### src/rtl/pool_max_writer.sv
// Pooling-stage consumer: aligns the iterator's window tags with the SRAM read data,
// takes the signed max over each window and writes one result per window to sequential addresses.
module pool_max_writer #(
    parameter int          DATA_W    = 16,
    parameter int          MEM_LAT   = 1,
    parameter int          NUM_OUT   = 2880,
    parameter logic [11:0] BASE_ADDR = 12'd0,
    parameter bit          RELU      = 1'b0
) (
    input  logic              clk,
    input  logic              rst,
    input  logic              go,
    input  logic              cena_in,
    input  logic              first_in,
    input  logic              last_in,
    input  logic [DATA_W-1:0] rd_data,
    output logic              wr_en,
    output logic [11:0]       wr_addr,
    output logic [DATA_W-1:0] wr_data,
    output logic              busy,
    output logic              done,
    output logic              err
);

    typedef enum logic [1:0] {
        S_IDLE,
        S_WAIT_FIRST,
        S_ACC,
        S_DONE
    } state_t;

    localparam logic [11:0] LAST_IDX = 12'(NUM_OUT - 1);

    // Each stage holds {valid, first, last}; stage MEM_LAT-1 lines up with rd_data.
    logic [2:0] dly_q [MEM_LAT];
    logic [2:0] dly_d [MEM_LAT];

    state_t                    state_q, state_d;
    logic signed [DATA_W-1:0]  acc_q, acc_d;
    logic [11:0]               cnt_q, cnt_d;
    logic [11:0]               addr_q, addr_d;
    logic                      wr_en_q, wr_en_d;
    logic [11:0]               wr_addr_q, wr_addr_d;
    logic [DATA_W-1:0]         wr_data_q, wr_data_d;
    logic                      busy_q, busy_d;
    logic                      done_q, done_d;
    logic                      err_q, err_d;

    logic                      d_v, d_first, d_last;
    logic signed [DATA_W-1:0]  rd_s, max_val, wr_val;
    logic                      do_write;

    assign d_v     = dly_q[MEM_LAT-1][2];
    assign d_first = dly_q[MEM_LAT-1][1];
    assign d_last  = dly_q[MEM_LAT-1][0];
    assign rd_s    = signed'(rd_data);
    assign max_val = (rd_s > acc_q) ? rd_s : acc_q;

    // The iterator parks first/last high while idle, so tags are qualified before delaying.
    always_comb begin
        dly_d[0] = {~cena_in, first_in & ~cena_in, last_in & ~cena_in};
        for (int i = 1; i < MEM_LAT; i++) begin
            dly_d[i] = dly_q[i-1];
        end
    end

    always_comb begin
        // NOTE: combinational logic uses blocking '=' with every output defaulted first, so no latch is inferred.
        state_d   = state_q;
        acc_d     = acc_q;
        cnt_d     = cnt_q;
        addr_d    = addr_q;
        wr_en_d   = 1'b0;
        wr_addr_d = wr_addr_q;
        wr_data_d = wr_data_q;
        busy_d    = busy_q;
        done_d    = 1'b0;
        err_d     = err_q;
        do_write  = 1'b0;
        wr_val    = rd_s;

        case (state_q)
            S_IDLE: begin
                if (go) begin
                    state_d   = S_WAIT_FIRST;
                    cnt_d     = '0;
                    addr_d    = BASE_ADDR;
                    wr_addr_d = BASE_ADDR;
                    acc_d     = '0;
                    err_d     = 1'b0;
                    busy_d    = 1'b1;
                end
            end
            S_WAIT_FIRST: begin
                if (d_v) begin
                    if (!d_first) begin
                        err_d = 1'b1;
                    end else if (d_last) begin
                        do_write = 1'b1;
                    end else begin
                        acc_d   = rd_s;
                        state_d = S_ACC;
                    end
                end
            end
            S_ACC: begin
                if (d_v) begin
                    if (d_first) begin
                        // A fresh first beat abandons the open window and starts over.
                        err_d = 1'b1;
                        if (d_last) begin
                            do_write = 1'b1;
                            state_d  = S_WAIT_FIRST;
                        end else begin
                            acc_d = rd_s;
                        end
                    end else if (d_last) begin
                        do_write = 1'b1;
                        wr_val   = max_val;
                        state_d  = S_WAIT_FIRST;
                    end else begin
                        acc_d = max_val;
                    end
                end
            end
            S_DONE: begin
                done_d  = 1'b1;
                busy_d  = 1'b0;
                state_d = S_IDLE;
            end
            default: state_d = S_IDLE;
        endcase

        if (do_write) begin
            wr_en_d   = 1'b1;
            wr_data_d = (RELU && wr_val[DATA_W-1]) ? '0 : wr_val;
            wr_addr_d = addr_q;
            addr_d    = addr_q + 12'd1;
            cnt_d     = cnt_q + 12'd1;
            if (cnt_q == LAST_IDX) begin
                state_d = S_DONE;
            end
        end
    end

    always_ff @(posedge clk) begin
        if (rst) begin
            // NOTE: the tag delay line is a handful of flops, so it is reset explicitly; stale tags must not survive an abort.
            for (int i = 0; i < MEM_LAT; i++) begin
                dly_q[i] <= '0;
            end
            state_q   <= S_IDLE;
            acc_q     <= '0;
            cnt_q     <= '0;
            addr_q    <= BASE_ADDR;
            wr_en_q   <= 1'b0;
            wr_addr_q <= BASE_ADDR;
            wr_data_q <= '0;
            busy_q    <= 1'b0;
            done_q    <= 1'b0;
            err_q     <= 1'b0;
        end else begin
            dly_q     <= dly_d;
            state_q   <= state_d;
            acc_q     <= acc_d;
            cnt_q     <= cnt_d;
            addr_q    <= addr_d;
            wr_en_q   <= wr_en_d;
            wr_addr_q <= wr_addr_d;
            wr_data_q <= wr_data_d;
            busy_q    <= busy_d;
            done_q    <= done_d;
            err_q     <= err_d;
        end
    end

    assign wr_en   = wr_en_q;
    assign wr_addr = wr_addr_q;
    assign wr_data = wr_data_q;
    assign busy    = busy_q;
    assign done    = done_q;
    assign err     = err_q;

endmodule

### config.mk
export PLATFORM = sky130hd
export DESIGN_NAME = pool_max_writer
export DESIGN_NICKNAME = d
export VERILOG_FILES = /design/src/rtl/pool_max_writer.sv
export SDC_FILE = /design/constraint.sdc
export NUM_CORES = 1
export LEC_CHECK = 0
export ABC_AREA = 0
export CELL_PAD_IN_SITES_DETAIL_PLACEMENT = 2
export CELL_PAD_IN_SITES_GLOBAL_PLACEMENT = 2
export CORE_MARGIN = 2
export CORE_UTILIZATION = 34
export DETAILED_ROUTE_END_ITERATION = 6
export GPL_ROUTABILITY_DRIVEN = 0
export GPL_TIMING_DRIVEN = 0
export HOLD_SLACK_MARGIN = 0.12
export PLACE_DENSITY = 0.88
export SKIP_CTS_REPAIR_TIMING = 1
export SLEW_MARGIN = 20
export SYNTH_ARGS = -nofsm -noshare
export SYNTH_HDL_FRONTEND = slang
export SYNTH_SLANG_ARGS = --single-unit
### constraint.sdc
create_clock -name clk -period 3.12 [get_ports clk]
set_input_delay 0.624 -clock clk [delete_from_list [all_inputs] [get_ports clk]]
set_output_delay 0.624 -clock clk [all_outputs]
set_load 0.1 [all_outputs]
==> flow_summary_export.csv <==
group,metric,value,unit
run_status,status,"complete, but fails checks",
run_status,violations,"negative setup slack",
sta,period_share,101,%
synth,async_flop_share,0,%
power,p_seq_share,34.2,%
synth,synth_cell_type_count,58,
sta,max_slew.worst_pin.slew,0.988,ns
route,drt-total-wl,19000,um
clock_tree,clock_latency,0.36,ns
synth,synth_edf_count,0,
setup_path,cp_data_arrival_time,3.39,ns
global_route,grt_max_degree,17,
synth,syn_area,4580,um^2
flow_run,cap_violations,0,
synth,ys_seq_area_share,33.6,%
final_layout,final_nets,657,
setup_path,critPathMaxFanout,10,
global_route,grt.total_usage,25.5,%
global_route,grt_first_pass_wirelength,28500,um
final_layout,diodes,0,
final_layout,multi_input_area,2840,um^2
synth,synthCells,541,
synth,ys_top_cells_by_count,"77 x dfxtp_1, 62 x nand2_1, 41 x a21oi_1, 31 x nand3_1, 29 x clkbuf_1",
route,wire_per_inst,24.0,um
min_path,worst_hold_path_type,"reg -> reg",
final_layout,fillers,1434,
final_layout,area_delta_synth_final,26.5,%
sta,hold_viol_final,0,
sta,period_minus_slack,3.16,ns
placed_design,dp_cells,770,
final_layout,final_cells,793,
placed_design,dp_hpwl,12200,um
setup_path,cp_cell_sequence,"clkdlybuf4s50_1, ha_1, nand4_2, nor4_4, nand4_1, o311a_1, buf_2, nor2_4, buf_6, o211ai_1",
floorplanning,io_pins,54,
clock_tree,cts_buffer_depth,2,
floorplanning,coreArea,13200,um^2
sta,fmax,317,MHz
placed_design,place_area,5330,um^2
synth,synth_ff_type,"dfxtp_1",
synth,ys_seq_elements,77,
route,first_pass_iters,4,
sta,clock-skew-final,0.00621,ns
clock_tree,clock_sinks,77,
setup_path,critPathKind,"in -> reg",
global_route,antenna_found_initial,0,
power,ir_drop,0.000203,V
sta,hold_slack,0.478,ns
route,avgViaCountPerCell,6.00,
floorplanning,die_w,120,um
power,p_sw_share,39.6,%
final_layout,ff_latch_area,1540,um^2
synth,synth.largest_area_cell,"dfxtp_1",
placed_design,dpl_worst_slack,-0.734,ns
route,dr_total_vias,4759,
power,p_clk_share,34.8,%
route,drc_errors,0,
setup_path,cp_slowest_cell,"clkdlybuf4s50_1",
sta,tns,-0.0847,ns
floorplanning,die_area,14400,um^2
synth,synth_nets,586,
power,p_switching,1.23,mW
clock_tree,path_clk_slew,0.07,ns
setup_path,end_kind,"flip-flop",
placed_design,port_buffers,53,
global_route,grt_overflow_total,0,
synth,synth_top_area_share,33.6,%
floorplanning,fp.dieH,120,um
setup_path,max_stage_delay,0.54,ns
power,powerDensity,536,nW/um^2
final_layout,fin_util,44.0,%
synth,synth_area_per_cell,8.47,um^2
power,leakagePower,2.02,nW
final_layout,drive_gt1_share,12.6,%
sta,slew_headroom,33.9,%
synth,yosysMostFrequentCell,"dfxtp_1",
floorplanning,std_cell_rows,42,
power,p_int,1.88,mW
global_route,grt_pass1_vias,5191,
synth,yosysWarningCount,0,
clock_tree,ctsRootBufferMaster,"clkbuf_16",
route,ant_nets,0,
power,combPwrFrac,31.0,%
synth,ys_top_cells_by_area,"dfxtp_1 34%, ha_1 6.3%, nand2_1 5.1%",
sta,setup_viol,5,
floorplanning,initial_utilization,34.7,%
setup_path,crit_path_start_kind,"input pin",
clock_tree,h-tree-depth,3,
power,power,3.11,mW
sta,setup_slack,-0.0380,ns
final_layout,final_area,5800,um^2
clock_tree,cts_made_buffers,9,
setup_path,cp.required,3.36,ns
route,drtIter0Drc,247,
sta,slew_viol_final,0,
clock_tree,cts_tree,"done",
==> metal layers <==
layer  wire length [um]  share of wire (%)  track usage (%)  vias to the layer above
li1                   -                  -                -                     2174
met1               7780                 41             28.9                     2434
met2              10100                 53             47.1                      109
met3                602                3.2             4.37                       42
met4                589                3.1             9.93                        0
met5                  0                  0                0                        -
==> layout by cell type (no fill, tap or decap), drive strengths merged, types with 20 or more instances in the layout <==
| cell type | n |
|---|---|
| dfxtp | 77 |
| nand2 | 63 |
| clkdlybuf4s50 | 45 |
| o211ai | 20 |
| nor2 | 29 |
| ha | 23 |
| clkbuf | 38 |
| a21oi | 41 |
| nand3 | 31 |
| nand4 | 25 |
| buf | 20 |
| inv | 22 |
==> flip-flops by register name, summed over array words and instances, names as in the netlist <==
register / count
cnt_q: 12
wr_en: 1
err: 1
busy: 1
acc_q: 16
addr_q: 12
wr_addr: 12
dly_q: 3
wr_data: 16
state_q: 2
done: 1
==> cells by family after synthesis <==
logic type	after synthesis	share of synthesized area, %
AO/OA/AOI/OAI	172	30.1
XOR/XNOR	2	0.382
adder cells (fa/ha/maj)	23	6.28
buffers and inverters	61	6.20
flip-flops	77	33.6
multiplexers	5	1.15
AND/OR/NAND/NOR	201	22.3
==> area by class of cell <==
class	instances	share of cell area [%]
flip-flops and latches	77	26.6
clock inverters	7	1.17
well taps	176	3.80
clock buffers	9	3.88
inverters	19	1.23
plain buffers	42	4.03
repair buffers	60	10.4
multi-input cells	403	48.9
==> path summary, 6_finish.rpt <==
check,from,end,slack (ns),cells past startpoint
worst min register to register,wr_addr[11],wr_addr[11],0.48,1
worst max register to register,acc_q[15],wr_data[5],0.08,11
worst min-delay path,wr_addr[11],wr_addr[11],0.48,1
worst max-delay path,rd_data[12],wr_data[5],-0.04,10
==> power groups by stage <==
stage | clock network, mW | logic, mW | registers [mW]
5_1_grt | 1.12 | 1.04 | 1.07
4_1_cts | 1.08 | 0.919 | 1.06
3_3_place_gp | 0 | 0.843 | 1.08
2_1_floorplan | 0 | 0.521 | 1.17
3_5_place_dp | 0 | 0.888 | 1.08
6_report | 1.08 | 0.963 | 1.06
==> critical path, delay by kind of cell <==
family          cells  cell delay (ns)
fa+ha+maj           1             0.37
buf+inv             3             0.97
simple gates        4             1.08
compound gates      2             0.35
(Power assumes the default switching activity.)
